<file path="src/rtl/load_store_aligner_pkg.sv">
// Shared size encodings, FSM state type and helpers for load_store_aligner.
package lsu_pkg;

  localparam logic [1:0] SIZE_BYTE = 2'b00;
  localparam logic [1:0] SIZE_HALF = 2'b01;
  localparam logic [1:0] SIZE_WORD = 2'b10;

  typedef enum logic [1:0] {
    IDLE  = 2'b00,
    RWAIT = 2'b01,
    RESP  = 2'b10
  } state_e;

  // Encoding 2'b11 behaves exactly like a word access.
  function automatic logic [1:0] norm_size(input logic [1:0] size);
    return (size == 2'b11) ? SIZE_WORD : size;
  endfunction

endpackage

</file>
<file path="src/rtl/load_store_aligner_if.sv">
// Request/response handshake plus word-addressed memory port of the aligner.
interface load_store_aligner_if #(
  parameter int ADDR_W = 30
);
  logic              req_valid;
  logic              req_ready;
  logic              req_we;
  logic [1:0]        req_size;
  logic              req_signed;
  logic [31:0]       req_addr;
  logic [31:0]       req_wdata;
  logic              resp_valid;
  logic [31:0]       resp_rdata;
  logic              resp_err;
  logic              mem_en;
  logic              mem_we;
  logic [ADDR_W-1:0] mem_addr;
  logic [31:0]       mem_wdata;
  logic [31:0]       mem_rdata;

  modport slave (
    input  req_valid, req_we, req_size, req_signed, req_addr, req_wdata, mem_rdata,
    output req_ready, resp_valid, resp_rdata, resp_err,
    output mem_en, mem_we, mem_addr, mem_wdata
  );

  modport master (
    output req_valid, req_we, req_size, req_signed, req_addr, req_wdata, mem_rdata,
    input  req_ready, resp_valid, resp_rdata, resp_err,
    input  mem_en, mem_we, mem_addr, mem_wdata
  );
endinterface

</file>
<file path="src/rtl/load_store_aligner_extend.sv">
// load_extend: picks the addressed little-endian lane out of a word and
// sign- or zero-extends it to 32 bits; word accesses pass straight through.
module load_extend
  import lsu_pkg::*;
(
  input  logic [31:0] word,
  input  logic [1:0]  offset,
  input  logic [1:0]  size,
  input  logic        is_signed,
  output logic [31:0] result
);

  logic signed [7:0]  byte_lane;
  logic signed [15:0] half_lane;

  always_comb begin
    byte_lane = word[{offset, 3'b000} +: 8];
    half_lane = offset[1] ? word[31:16] : word[15:0];
    result    = word;
    case (size)
      SIZE_BYTE: result = is_signed ? {{24{byte_lane[7]}}, byte_lane}
                                    : {24'b0, byte_lane};
      SIZE_HALF: result = is_signed ? {{16{half_lane[15]}}, half_lane}
                                    : {16'b0, half_lane};
      default:   result = word;
    endcase
  end

endmodule

</file>
<file path="src/rtl/load_store_aligner.sv">
// Byte-addressed load/store front end onto a word-addressed memory with
// read-modify-write sub-word stores. Optional MISALIGN_TRAP_EN traps misaligned accesses.
module load_store_aligner
  import lsu_pkg::*;
#(
  parameter int ADDR_W = 30
) (
  input  logic                 clk,
  input  logic                 reset,
  load_store_aligner_if.slave  bus
);

  state_e            state, state_nxt;

  logic              lat_we;
  logic              lat_signed;
  logic [1:0]        lat_size;
  logic [1:0]        lat_off;
  logic [31:0]       lat_wdata;
  logic [ADDR_W-1:0] addr_q;
  logic [31:0]       wdata_q;
  logic [31:0]       rdata_q;
  logic              err_q;

  logic [1:0]        size_n;
  logic              misaligned;
  logic              accept;
  logic              store_word;
  logic [31:0]       ext_data;
  logic [31:0]       merged;
  logic              mem_en_c;
  logic              mem_we_c;
  logic [ADDR_W-1:0] mem_addr_c;
  logic [31:0]       mem_wdata_c;

  // Replace only the addressed byte or halfword lane of the read word.
  function automatic logic [31:0] merge_lane(input logic [31:0] old_word,
                                             input logic [31:0] st_data,
                                             input logic [1:0]  size,
                                             input logic [1:0]  off);
    logic [31:0] m;
    m = old_word;
    if (size == SIZE_BYTE) begin
      m[{off, 3'b000} +: 8] = st_data[7:0];
    end else if (off[1]) begin
      m[31:16] = st_data[15:0];
    end else begin
      m[15:0] = st_data[15:0];
    end
    return m;
  endfunction

  assign size_n     = norm_size(bus.req_size);
  assign accept     = (state == IDLE) && bus.req_valid && !reset;
  assign store_word = bus.req_we && (size_n == SIZE_WORD);

`ifdef MISALIGN_TRAP_EN
  assign misaligned = ((size_n == SIZE_HALF) && bus.req_addr[0]) ||
                      ((size_n == SIZE_WORD) && (bus.req_addr[1:0] != 2'b00));
`else
  assign misaligned = 1'b0;
`endif

  load_extend u_extend (
    .word      (bus.mem_rdata),
    .offset    (lat_off),
    .size      (lat_size),
    .is_signed (lat_signed),
    .result    (ext_data)
  );

  assign merged = merge_lane(bus.mem_rdata, lat_wdata, lat_size, lat_off);

  always_comb begin
    state_nxt   = state;
    mem_en_c    = 1'b0;
    mem_we_c    = 1'b0;
    mem_addr_c  = addr_q;
    mem_wdata_c = wdata_q;
    case (state)
      IDLE: begin
        if (accept) begin
          mem_addr_c = bus.req_addr[ADDR_W+1:2];
          if (misaligned) begin
            state_nxt = RESP;
          end else if (store_word) begin
            mem_en_c    = 1'b1;
            mem_we_c    = 1'b1;
            mem_wdata_c = bus.req_wdata;
            state_nxt   = RESP;
          end else begin
            mem_en_c  = 1'b1;
            state_nxt = RWAIT;
          end
        end
      end
      RWAIT: begin
        state_nxt = RESP;
        // A reset landing here must suppress the pending merge write.
        if (lat_we && !reset) begin
          mem_en_c    = 1'b1;
          mem_we_c    = 1'b1;
          mem_wdata_c = merged;
        end
      end
      RESP:    state_nxt = IDLE;
      default: state_nxt = IDLE;
    endcase
  end

  always_ff @(posedge clk) begin
    if (reset) begin
      state   <= IDLE;
      addr_q  <= '0;
      wdata_q <= '0;
      rdata_q <= '0;
      err_q   <= 1'b0;
    end else begin
      state <= state_nxt;
      if (accept) begin
        addr_q <= bus.req_addr[ADDR_W+1:2];
        err_q  <= misaligned;
        if (misaligned || bus.req_we) begin
          rdata_q <= '0;
        end
        if (store_word && !misaligned) begin
          wdata_q <= bus.req_wdata;
        end
      end
      if (state == RWAIT) begin
        if (lat_we) begin
          wdata_q <= merged;
        end else begin
          rdata_q <= ext_data;
        end
      end
    end
  end

  // Request attributes only steer the datapath, so they carry no reset.
  always_ff @(posedge clk) begin
    if (accept) begin
      lat_we     <= bus.req_we;
      lat_size   <= size_n;
      lat_signed <= bus.req_signed;
      lat_off    <= bus.req_addr[1:0];
      lat_wdata  <= bus.req_wdata;
    end
  end

  assign bus.req_ready  = (state == IDLE);
  assign bus.resp_valid = (state == RESP);
  assign bus.resp_rdata = rdata_q;
  assign bus.resp_err   = err_q;
  assign bus.mem_en     = mem_en_c;
  assign bus.mem_we     = mem_we_c;
  assign bus.mem_addr   = mem_addr_c;
  assign bus.mem_wdata  = mem_wdata_c;

endmodule

</file>
<file path="src/flat_wrapper.sv">
// flat-port wrapper written by rule: the top's interface ports become plain ports
module load_store_aligner_flat import lsu_pkg::*;
#(
  parameter int ADDR_W = 30
)
  (clk, reset, bus_req_valid, bus_req_we, bus_req_size, bus_req_signed, bus_req_addr, bus_req_wdata, bus_mem_rdata, bus_req_ready, bus_resp_valid, bus_resp_rdata, bus_resp_err, bus_mem_en, bus_mem_we, bus_mem_addr, bus_mem_wdata);
  load_store_aligner_if #(.ADDR_W(ADDR_W)) bus_i ();
  input  logic clk;
  input  logic reset;
  input wire logic [$bits(bus_i.req_valid)-1:0] bus_req_valid;
  input wire logic [$bits(bus_i.req_we)-1:0] bus_req_we;
  input wire logic [$bits(bus_i.req_size)-1:0] bus_req_size;
  input wire logic [$bits(bus_i.req_signed)-1:0] bus_req_signed;
  input wire logic [$bits(bus_i.req_addr)-1:0] bus_req_addr;
  input wire logic [$bits(bus_i.req_wdata)-1:0] bus_req_wdata;
  input wire logic [$bits(bus_i.mem_rdata)-1:0] bus_mem_rdata;
  output wire logic [$bits(bus_i.req_ready)-1:0] bus_req_ready;
  output wire logic [$bits(bus_i.resp_valid)-1:0] bus_resp_valid;
  output wire logic [$bits(bus_i.resp_rdata)-1:0] bus_resp_rdata;
  output wire logic [$bits(bus_i.resp_err)-1:0] bus_resp_err;
  output wire logic [$bits(bus_i.mem_en)-1:0] bus_mem_en;
  output wire logic [$bits(bus_i.mem_we)-1:0] bus_mem_we;
  output wire logic [$bits(bus_i.mem_addr)-1:0] bus_mem_addr;
  output wire logic [$bits(bus_i.mem_wdata)-1:0] bus_mem_wdata;
  assign bus_i.req_valid = bus_req_valid;
  assign bus_i.req_we = bus_req_we;
  assign bus_i.req_size = bus_req_size;
  assign bus_i.req_signed = bus_req_signed;
  assign bus_i.req_addr = bus_req_addr;
  assign bus_i.req_wdata = bus_req_wdata;
  assign bus_i.mem_rdata = bus_mem_rdata;
  assign bus_req_ready = bus_i.req_ready;
  assign bus_resp_valid = bus_i.resp_valid;
  assign bus_resp_rdata = bus_i.resp_rdata;
  assign bus_resp_err = bus_i.resp_err;
  assign bus_mem_en = bus_i.mem_en;
  assign bus_mem_we = bus_i.mem_we;
  assign bus_mem_addr = bus_i.mem_addr;
  assign bus_mem_wdata = bus_i.mem_wdata;
  load_store_aligner #(.ADDR_W(ADDR_W)) u_core (.clk(clk), .reset(reset), .bus(bus_i));
endmodule
</file>
<file path="config.mk">
export PLATFORM = sky130hd
export DESIGN_NAME = load_store_aligner_flat
export DESIGN_NICKNAME = d
export VERILOG_FILES = /design/src/rtl/load_store_aligner_pkg.sv /design/src/rtl/load_store_aligner_if.sv /design/src/rtl/load_store_aligner_extend.sv /design/src/rtl/load_store_aligner.sv /design/src/flat_wrapper.sv
export SDC_FILE = /design/constraint.sdc
export NUM_CORES = 1
export LEC_CHECK = 0
export ABC_AREA = 1
export CAP_MARGIN = 10
export CELL_PAD_IN_SITES_DETAIL_PLACEMENT = 0
export CELL_PAD_IN_SITES_GLOBAL_PLACEMENT = 2
export CORE_ASPECT_RATIO = 1.4
export CORE_MARGIN = 2
export CORE_UTILIZATION = 28
export DETAILED_ROUTE_END_ITERATION = 6
export GPL_TIMING_DRIVEN = 0
export PLACE_DENSITY_LB_ADDON = 0.1
export SETUP_SLACK_MARGIN = 0.15
export SYNTH_ARGS = -nofsm -noshare
export SYNTH_HDL_FRONTEND = slang
export SYNTH_HIERARCHICAL = 1
export SYNTH_SLANG_ARGS = --single-unit
</file>
<file path="constraint.sdc">
create_clock -name clk -period 4.71 [get_ports clk]
set_clock_uncertainty 0.15 [all_clocks]
set_input_delay 0.471 -clock clk [delete_from_list [all_inputs] [get_ports clk]]
set_output_delay 0.471 -clock clk [all_outputs]
set_load 0.01 [all_outputs]
</file>
* Word level (Yosys, flattened, before mapping)
Cells that the tools add are included.
** Word-level totals
- Register bits after elaboration :: 118
- Bits in latches :: 0
- RAM bits :: 0
- Bits in read-only memories :: 0
- Bits of input ports :: 103
- Output and inout port bits :: 99
- Logic and storage cells :: 56
- Memories :: 0
** Operators by class
- Add/sub/neg operators :: 1
- Multipliers :: 0
- Divide/modulo/power cells :: 0
- Order comparisons :: 0
- Eq/ne operators :: 6
- Shift-type cells :: 3
- Mux-type cells :: 30
- Bitwise operators :: 0
- Reductions and logical operators :: 7
** Operators by type and width (count)
- $mux W32 :: 12
- $pmux W32 S2 :: 2
- $mux W30 :: 2
- $mux W16 :: 3
- $bwmux W32 :: 1
- $shift A8 B7 Y32 const A :: 1
- $shiftx A32 B6 Y8 :: 1
- $shiftx A8 B7 Y32 :: 1
- $neg A5 Y7 :: 1
- $eq A2 B2 Y1 const B :: 3
- $mux W2 :: 3
- $eq A2 B1 Y1 const B :: 2
- $logic_and A1 B1 Y1 :: 4
- $logic_not A2 Y1 :: 2
- $mux W1 :: 4
- $pmux W1 S2 :: 2
- $pmux W2 S2 :: 1
- $ne A2 B1 Y1 const B :: 1
- $logic_not A1 Y1 :: 1

* Longest topological paths before layout
Gate-level depths: netlist (run 1).
- Depth after elaboration :: 8
- Depth in mapped cells :: 11
- Gate-level depth less buffers :: 10

* By module
The synthesis (run 1) kept the hierarchy.
** By module, submodules not included
- load_store_aligner :: times used 1, cells an instance 1119, area each 7090.6 um^2, sequential area each 2582.5 um^2
- load_extend :: times used 1, cells an instance 153, area each 854.6 um^2, sequential area each 0.0 um^2

* Worst setup path before layout (run 1)
Ideal clock, no wire load.
- Path kind :: register to output
- Start :: register u_core.lat_off[1]
- End :: output bus_mem_wdata[12]
- Arrival time :: 2.047 ns
- Data required time :: 4.089 ns
- Slack :: 2.042 ns
- Stages on the path, launching flop included :: 12
- Buffers on the path :: 1
- Cells stage by stage :: edfxtp_1 -> clkinv_1 -> clkbuf_1 -> ha_1 -> inv_1 -> nor2_1 -> nand2_1 -> o21ai_0 -> nand2_1 -> nand2_1 -> nand2_1 -> nand2_1
** On the way
- Longest elaborated chain between the ends :: 6
- Elaborated cells between the ends (all ways) :: 8
- Those cells by class :: add/sub (1); shift (2); mux (5)
** Ends and longest elaborated chain
- start, declared :: RTL line load_store_aligner.sv:18 : logic [1:0] lat_off;
- start signal, assigned :: RTL line load_store_aligner.sv:146 : lat_off <= bus.req_addr[1:0];
- $neg A5 Y7 :: RTL line load_store_aligner.sv:44 : m[{off, 3'b000} +: 8] = st_data[7:0];
- $shiftx A8 B7 Y32 / $shift A8 B7 Y32 (equally long branches) :: RTL line load_store_aligner.sv:44
- $bwmux W32 :: RTL line load_store_aligner.sv:44
- $mux W32 (*) :: RTL line load_store_aligner.sv:43 : if (size == SIZE_BYTE) begin
- $mux W32 (*) :: RTL line load_store_aligner.sv:100 : if (lat_we && !reset) begin
- $pmux W32 S2 (*) :: RTL line load_store_aligner.sv:80 : case (state)
- end, declared :: RTL line flat_wrapper.sv:24 : output wire logic [$bits(bus_i.mem_wdata)-1:0] bus_mem_wdata;
Every way passes the cells marked *; elsewhere a longest branch is shown, timed or not.

* Worst setup path in the final report (run 1)
Same ends and word-level chain as after synthesis.

==> PnR_summary.wiki, run 1 <==
{| class="wikitable"
! Metric !! Value
|-
| Number of input and output port buffers inserted || 200
|-
| Post-route setup TNS || 0 ns
|-
| Top cell family by delay on the critical path || buffers and inverters
|-
| Data required, critical path || 4.09 ns
|-
| GR Layer Usage met1 || 25.1%
|-
| Proportion of power drawn by the clock network || 42.5%
|-
| Number of cells on the worst hold path || 2
|-
| Number of flip-flops and latches in the synthesized netlist || 118
|-
| Count of H-tree levels built during CTS || 4
|-
| Total wire length after detailed routing || 35400 um
|-
| Minimum setup slack among reg-to-reg paths || 1.74 ns
|-
| Destination of the worst register-to-register timing path || u_core/wdata_q[9]$_SDFF_PP0_
|-
| Syn_area_per_cell || 6.25 um2
|-
| Global placement routability congestion || 0.914
|-
| Xor and xnor area share after synthesis || 0%
|-
| Element type at the critical path end || output pin
|-
| F_max || 228 MHz
|-
| Global-route wire length before repair || 53200 um
|-
| Core Footprint || 0.0281 mm2
|-
| Worst Setup Slack, final || 0.329 ns
|-
| HPWL after DPL || 28100 um
|-
| Share of flip-flops with an asynchronous set or reset after synthesis || 0%
|-
| Yosys synthesis warning count || 6
|-
| Total power density per cell area || 301 mW/mm2
|-
| Most common library cells after synthesis || sky130_fd_sc_hd__nand2_1, sky130_fd_sc_hd__nor2_1, sky130_fd_sc_hd__nand3_1, sky130_fd_sc_hd__dfxtp_1, sky130_fd_sc_hd__a21oi_1
|-
| Die Area || 0.0298 mm2
|-
| Sequential share of the synthesized area || 32.5%
|-
| Clock transition at path regs || 0.06 ns
|-
| Max-Cap Viols || 0
|-
| Combinational Power Share || 23.9%
|-
| Post-synthesis mux area share || 0%
|-
| Dominant cell by count in the synthesized netlist || sky130_fd_sc_hd__nand2_1
|-
| Number of setup violations in the final report || 0
|-
| Number of cells on the worst reg-to-reg path || 9
|-
| Clock tree from TritonCTS || yes
|-
| Count of flip-flops with a built-in enable after synthesis || 22
|-
| Setup repair after global routing missed its margin || no
|-
| Net switching power || 0.000994 W
|-
| Endpoints failing hold || 0
|-
| GR Overflow Total || 0
|-
| Post-synthesis net count || 1380
|-
| Share of layout cells above drive strength 1 || 10.9%
|-
| Die boundary height || 203 um
|-
| Switching portion of total power || 29.8%
|-
| Root Buffer || sky130_fd_sc_hd__clkbuf_16
|-
| Worst-Skew Late Latency || 0.44 ns
|-
| Slowest stage cell, crit path || sky130_fd_sc_hd__edfxtp_1
|-
| CTS buffer count || 17
|-
| Number of remaining DRC errors || 0
|-
| Largest net degree at the start of global routing || 32
|-
| Met3 layer usage reported by global route || 4.52%
|-
| Cell count after synthesis || 1272
|-
| Max transition margin || 44.5%
|-
| Busiest grt layer || met2
|-
| Routed wirelength normalized by instance count || 18.9 um
|-
| Share of synthesized cell area in and, or, nand and nor gates || 42.8%
|-
| Core utilization of the finished layout || 39.3%
|-
| Critical Path Source Type || flip-flop
|-
| Total vias in the final route || 8911
|-
| Share of the synthesized area in the top cell type || 24.2%
|-
| Number of antenna violations at the first check in global routing || 0
|-
| Crit path arrival time || 3.76 ns
|-
| Initial cell density of the core || 28.2%
|-
| Result of the run || complete, no violations
|-
| Highest cell delay on the worst timing path || 0.58 ns
|-
| Sequential share of power || 33.6%
|-
| Detail Route Antenna Nets || 0
|-
| Static leakage || 5.03 nW
|-
| Overall die width || 146 um
|-
| Crit path from || u_core/lat_off[1]$_DFFE_PN_
|-
| Vias/cell || 4.74
|-
| Synthesized-area fraction occupied by adder cells || 0.787%
|-
| Logic depth of the worst path, buffers included || 12
|-
| Vias in the first global route || 8749
|-
| Library cells used by synthesis || 37
|-
| Net count of the finished layout || 1599
|-
| Leading post-synthesis cells by cell area || sky130_fd_sc_hd__dfxtp_1, sky130_fd_sc_hd__nand2_1, sky130_fd_sc_hd__edfxtp_1, sky130_fd_sc_hd__nand3_1, sky130_fd_sc_hd__nor2_1
|-
| Crit path kind || reg2out
|-
| Number of diodes || 0
|-
| Top cell by count, worst path || sky130_fd_sc_hd__nand2_1
|-
| Total global routing track utilization || 23.8%
|-
| Worst IR Drop VDD || 0.256 mV
|-
| Maximum count of clock buffers along a single path || 2
|-
| Area of the mapped netlist || 0.00795 mm2
|-
| Number of setup buffers added after CTS || 0
|-
| Main combinational cell family by area after synthesis || simple AND/OR/NAND/NOR gates
|-
| Number of optimization iterations in the first detailed-route pass || 5
|-
| Number of design-rule violations left by the first detailed-router iteration || 506
|-
| Post-placement setup slack || 0.456 ns
|-
| Number of placement rows || 73
|-
| Critical R2R Launch || u_core/lat_off[1]$_DFFE_PN_
|-
| Leading area contributor after synthesis || sky130_fd_sc_hd__dfxtp_1
|-
| CP endpoint || bus_mem_wdata[12]
|-
| CP max FO || 12
|-
| Final Critical Period || 4.38 ns
|-
| Number of pins with negative max-slew slack in the final report || 0
|-
| Final cycle utilization of the critical path || 93.0%
|-
| Clock sink total || 118
|-
| Ys flop type || sky130_fd_sc_hd__dfxtp_1
|-
| HP Class || reg2reg
|-
| Actual slew at the worst max-slew pin || 0.832 ns
|-
| Buffer and inverter count on the worst path || 4
|-
| Layout overhead on the synthesized area || 39.3%
|-
| Cells along the critical path || clkinvlp_4, clkbuf_2, ha_2, inv_1, nor2_2, nand2_1, o21ai_0, nand2_1, nand2_1, nand2_1, nand2_1, clkdlybuf4s50_1
|-
| Global routing met2 resource utilization || 45.2%
|-
| Internal cell power || 0.00234 W
|-
| Fraction of the mapped netlist area in compound gates || 14.3%
|-
| Number of top-level pins || 202
|}
-- kinds of logic after synthesis --
logic type / count (synthesis)
flops: 118
other cells: 1
buf+inv: 153
fa+ha+maj: 5
simple gates: 793
compound gates: 202
-- what timing repair did --
| action | 4_1_cts | 5_1_grt |
|---|---|---|
| gates resized for setup | 1 | 5 |
| setup endpoints to repair | 9 | 22 |
| hold buffers | 0 | 0 |
-- sequential cells by signal, summed over array words and instances (netlist names) --
register and flops:
u_core/bus.resp_rdata 32, u_core/wdata_q 32, u_core/addr_q 30, u_core/lat_wdata 16, u_core/lat_off 2, u_core/lat_size 2
u_core/state 2, u_core/lat_signed 1, u_core/lat_we 1
-- cell type report --
cell class                      instances  area (um2)
Buffer                                 80         483
Clock buffer                           23         532
Clock inverter                          9         109
Fill cell                            3195       17100
Inverter                               73         285
Multi-Input combinational cell       1001        4610
Sequential cell                       118        2580
Tap cell                              375         469
Timing Repair Buffer                  200        2000
-- cell usage in the layout (no fill, tap or decap), types with 7 or more instances in the layout --
master / n
sky130_fd_sc_hd__nand3_1: 113
sky130_fd_sc_hd__o21ai_2: 10
sky130_fd_sc_hd__o211ai_1: 22
sky130_fd_sc_hd__buf_1: 8
sky130_fd_sc_hd__clkbuf_16: 20
sky130_fd_sc_hd__edfxtp_1: 22
sky130_fd_sc_hd__buf_2: 18
sky130_fd_sc_hd__clkdlybuf4s50_1: 200
sky130_fd_sc_hd__nor2_1: 132
sky130_fd_sc_hd__clkbuf_1: 30
sky130_fd_sc_hd__buf_6: 13
sky130_fd_sc_hd__nand2_2: 9
sky130_fd_sc_hd__inv_2: 8
sky130_fd_sc_hd__nand3_2: 14
sky130_fd_sc_hd__o21ai_0: 31
sky130_fd_sc_hd__a21boi_0: 12
sky130_fd_sc_hd__dfxtp_1: 96
sky130_fd_sc_hd__nand2_1: 469
sky130_fd_sc_hd__buf_4: 7
sky130_fd_sc_hd__inv_1: 63
sky130_fd_sc_hd__a21oi_1: 83
sky130_fd_sc_hd__o21ai_1: 43
sky130_fd_sc_hd__or2_2: 33
-- through the flow --
stage / total power, W / hold slack [ns] / cells / cell area (um2)
floorplan: 0.00154 / 0.332 / 1272 / 7950
global placement: 0.00194 / 0.300 / 1847 / 10400
detailed placement: 0.00194 / 0.301 / 1847 / 10400
CTS: 0.00338 / 0.310 / 1879 / 11100
global route: 0.00349 / 0.330 / 1879 / 11100
finish: 0.00334 / 0.308 / 1879 / 11100
-- worst reg2reg max path, cell delays in order (launching register included) --
cell,delay [ns]
sky130_fd_sc_hd__edfxtp_1,0.56
sky130_fd_sc_hd__clkinvlp_4,0.26
sky130_fd_sc_hd__clkbuf_2,0.32
sky130_fd_sc_hd__ha_2,0.25
sky130_fd_sc_hd__clkbuf_1,0.52
sky130_fd_sc_hd__nor2_1,0.29
sky130_fd_sc_hd__nand2_1,0.13
sky130_fd_sc_hd__nand3_1,0.10
sky130_fd_sc_hd__a21oi_1,0.21
sky130_fd_sc_hd__nor2_1,0.06
-- power groups by stage --
stage	registers, W	clock network [W]	logic, W
2_1_floorplan	0.00114	0	0.000403
6_report	0.00112	0.00142	0.000797
4_1_cts	0.00112	0.00145	0.000804
3_3_place_gp	0.00114	0	0.000802
5_1_grt	0.00113	0.00149	0.000874
3_5_place_dp	0.00114	0	0.000799
-- routing by layer --
metal | vias to the layer above | routed length (um)
li1 | 4525 | -
met2 | 283 | 18600
met3 | 55 | 1750
met1 | 4048 | 13500
met5 | - | 0
met4 | 0 | 1610
-- how the worst min path moves through the flow --
stage                                                    start                                   end  slack, ns
final                     u_core/bus.resp_rdata[13]$_SDFF_PP0_  u_core/bus.resp_rdata[13]$_SDFF_PP0_       0.31
after CTS                 u_core/bus.resp_rdata[13]$_SDFF_PP0_  u_core/bus.resp_rdata[13]$_SDFF_PP0_       0.31
after global placement    u_core/bus.resp_rdata[18]$_SDFF_PP0_  u_core/bus.resp_rdata[18]$_SDFF_PP0_       0.30
after global routing      u_core/bus.resp_rdata[19]$_SDFF_PP0_  u_core/bus.resp_rdata[19]$_SDFF_PP0_       0.33
after floorplan            u_core/bus.resp_rdata[1]$_SDFF_PP0_   u_core/bus.resp_rdata[1]$_SDFF_PP0_       0.33
after detailed placement  u_core/bus.resp_rdata[13]$_SDFF_PP0_  u_core/bus.resp_rdata[13]$_SDFF_PP0_       0.30
Power figures use the tool's default switching activity.
==> run 2, diff against run 1 <==
- CORE_UTILIZATION: 28 -> 36
- CTS_CLUSTER_DIAMETER: unset -> 80
- DONT_BUFFER_PORTS: unset -> 1
==> run 2 against run 1 <==
Effect of this change: first-iteration DRC count is 2.0% higher; power is 8.6% lower; cell count is 14% lower; largest power group unchanged; sequential share of layout area is 4.9 points higher; critical path type unchanged.
==> PnR_summary.wiki, run 2 (synthesized netlist as in run 1, its figures left out) <==
{| class="wikitable"
! Metric !! Value
|-
| Number of diodes || 0
|-
| Number of design-rule violations left by the first detailed-router iteration || 516
|-
| Number of top-level pins || 202
|-
| Total wire length after detailed routing || 31600 um
|-
| HPWL after DPL || 24800 um
|-
| Number of setup violations in the final report || 0
|-
| Max transition margin || 47.9%
|-
| Data required, critical path || 4.09 ns
|-
| Detail Route Antenna Nets || 0
|-
| Initial cell density of the core || 36.5%
|-
| Die boundary height || 180 um
|-
| Largest net degree at the start of global routing || 32
|-
| CP max FO || 12
|-
| Setup repair after global routing missed its margin || no
|-
| Crit path arrival time || 3.49 ns
|-
| Critical Path Source Type || flip-flop
|-
| Total power || 0.00305 W
|-
| F_max || 243 MHz
|-
| Overall die width || 130 um
|-
| Number of instances resized during post-cts repair || 0
|-
| Highest-count cells in the layout ignoring fill and taps || sky130_fd_sc_hd__nand2_1, sky130_fd_sc_hd__nor2_1, sky130_fd_sc_hd__nand3_1
|-
| Total power density per cell area || 333 mW/mm2
|-
| Core Footprint || 0.0218 mm2
|-
| Core utilization of the finished layout || 42.0%
|-
| Number of input and output port buffers inserted || 0
|-
| Count of H-tree levels built during CTS || 4
|-
| Final Critical Period || 4.11 ns
|-
| Global-route wire length before repair || 48000 um
|-
| Number of fill cells in the layout || 2482
|-
| HP Class || in2reg
|-
| Root Buffer || sky130_fd_sc_hd__clkbuf_16
|-
| Worst IR Drop VDD || 0.254 mV
|-
| Top cell by count, worst path || sky130_fd_sc_hd__nand2_1
|-
| CTS buffer count || 17
|-
| Number of antenna violations at the first check in global routing || 0
|-
| Clock sink total || 118
|-
| Crit path kind || reg2out
|-
| Clock transition at path regs || 0.06 ns
|-
| Element type at the critical path end || output pin
|-
| Slowest stage cell, crit path || sky130_fd_sc_hd__edfxtp_1
|-
| Top cell family by delay on the critical path || simple AND/OR/NAND/NOR gates
|-
| Number of placement rows || 64
|-
| Static leakage || 4.37 nW
|-
| Worst-Skew Late Latency || 0.43 ns
|-
| Total global routing track utilization || 27.3%
|-
| GR Overflow Total || 0
|-
| Buffer and inverter count on the worst path || 3
|-
| Number of pins with negative max-slew slack in the final report || 0
|-
| Maximum count of clock buffers along a single path || 2
|-
| Result of the run || complete, no violations
|-
| Die Area || 0.0233 mm2
|-
| Number of remaining DRC errors || 0
|-
| Final cycle utilization of the critical path || 87.3%
|-
| Total vias in the final route || 8255
|-
| Cells along the critical path || clkinv_1, clkbuf_1, ha_1, inv_1, nor2_1, nand2_1, o21ai_0, nand2_1, nand2_1, nand2_1, nand2_1
|-
| Number of optimization iterations in the first detailed-route pass || 5
|-
| Vias in the first global route || 8268
|-
| Share of layout cells above drive strength 1 || 12.1%
|-
| Leading cell type in the layout, fill and taps excluded || sky130_fd_sc_hd__nand2_1
|-
| Layout overhead on the synthesized area || 15.1%
|-
| Net count of the finished layout || 1420
|-
| Endpoints failing hold || 0
|-
| Max-Cap Viols || 0
|-
| Highest cell delay on the worst timing path || 0.55 ns
|-
| Actual slew at the worst max-slew pin || 0.781 ns
|-
| Vias/cell || 5.09
|-
| Routed wirelength normalized by instance count || 19.5 um
|-
| Post-route setup TNS || 0 ns
|-
| Global placement routability congestion || 1.00
|-
| Clock tree from TritonCTS || yes
|}
## run 2: cell types whose count changed in the layout (fill, tap and decap cells not counted), moves of 2 or more
cell | previous run | this run
sky130_fd_sc_hd__clkdlybuf4s50_1 | 200 | 0
sky130_fd_sc_hd__dlygate4sd3_1 | 0 | 21
sky130_fd_sc_hd__clkbuf_16 | 20 | 18
sky130_fd_sc_hd__clkbuf_8 | 2 | 4
sky130_fd_sc_hd__clkinvlp_4 | 3 | 1
sky130_fd_sc_hd__nor2_1 | 132 | 134
sky130_fd_sc_hd__nor2_2 | 5 | 3
## run 2: metal layers
layer	track usage, %	wire, um
met1	28.5	11900
met2	49.9	16200
met3	7.59	2140
met4	12.6	1310
met5	0	0
## run 2: repair_timing
item | in CTS | in global routing
hold buffers | 21 | 0
endpoints found under the hold margin | 21 | 0
setup buffers | 0 | 0
## run 2: path summary, 6_finish.rpt
check,cells past startpoint,slack (ns),to,from
worst min register to register,2,0.35,u_core/bus.resp_rdata[6]$_SDFF_PP0_,u_core/bus.resp_rdata[6]$_SDFF_PP0_
worst min-delay path,2,0.04,u_core/addr_q[19]$_SDFF_PP0_,bus_req_addr[21]
worst max register to register,9,1.53,u_core/wdata_q[12]$_SDFF_PP0_,u_core/lat_off[1]$_DFFE_PN_
worst max-delay path,11,0.60,bus_mem_wdata[12],u_core/lat_off[1]$_DFFE_PN_
## run 2: power breakdown
part / leakage, nW / switching [W] / internal [W]
clock network: 0.308 / 0.000505 / 0.000867
logic: 3.07 / 0.000369 / 0.000181
registers: 0.988 / 0.0000400 / 0.00109
## run 2: per-stage QoR
stage,hold WS (ns),cell area (um2),worst slack (ns),cells
6_report,0.0388,9150,0.597,1622
4_1_cts,0.0198,9150,0.605,1622
3_5_place_dp,0.349,8320,1.07,1569
2_1_floorplan,0.332,7950,2.04,1272
5_1_grt,0.0361,9150,0.316,1622
3_3_place_gp,0.347,8320,1.07,1569
## run 2: cell type report
type / instances / area, um2 / area share (%)
buffer: 80 / 482 / 5.27
clock buffer: 22 / 505 / 5.53
clock inverter: 10 / 115 / 1.26
inverter: 73 / 282 / 3.08
multi-input combinational: 1001 / 4600 / 50.3
sequential: 118 / 2580 / 28.2
tap: 297 / 372 / 4.06
timing repair buffer: 21 / 210 / 2.30
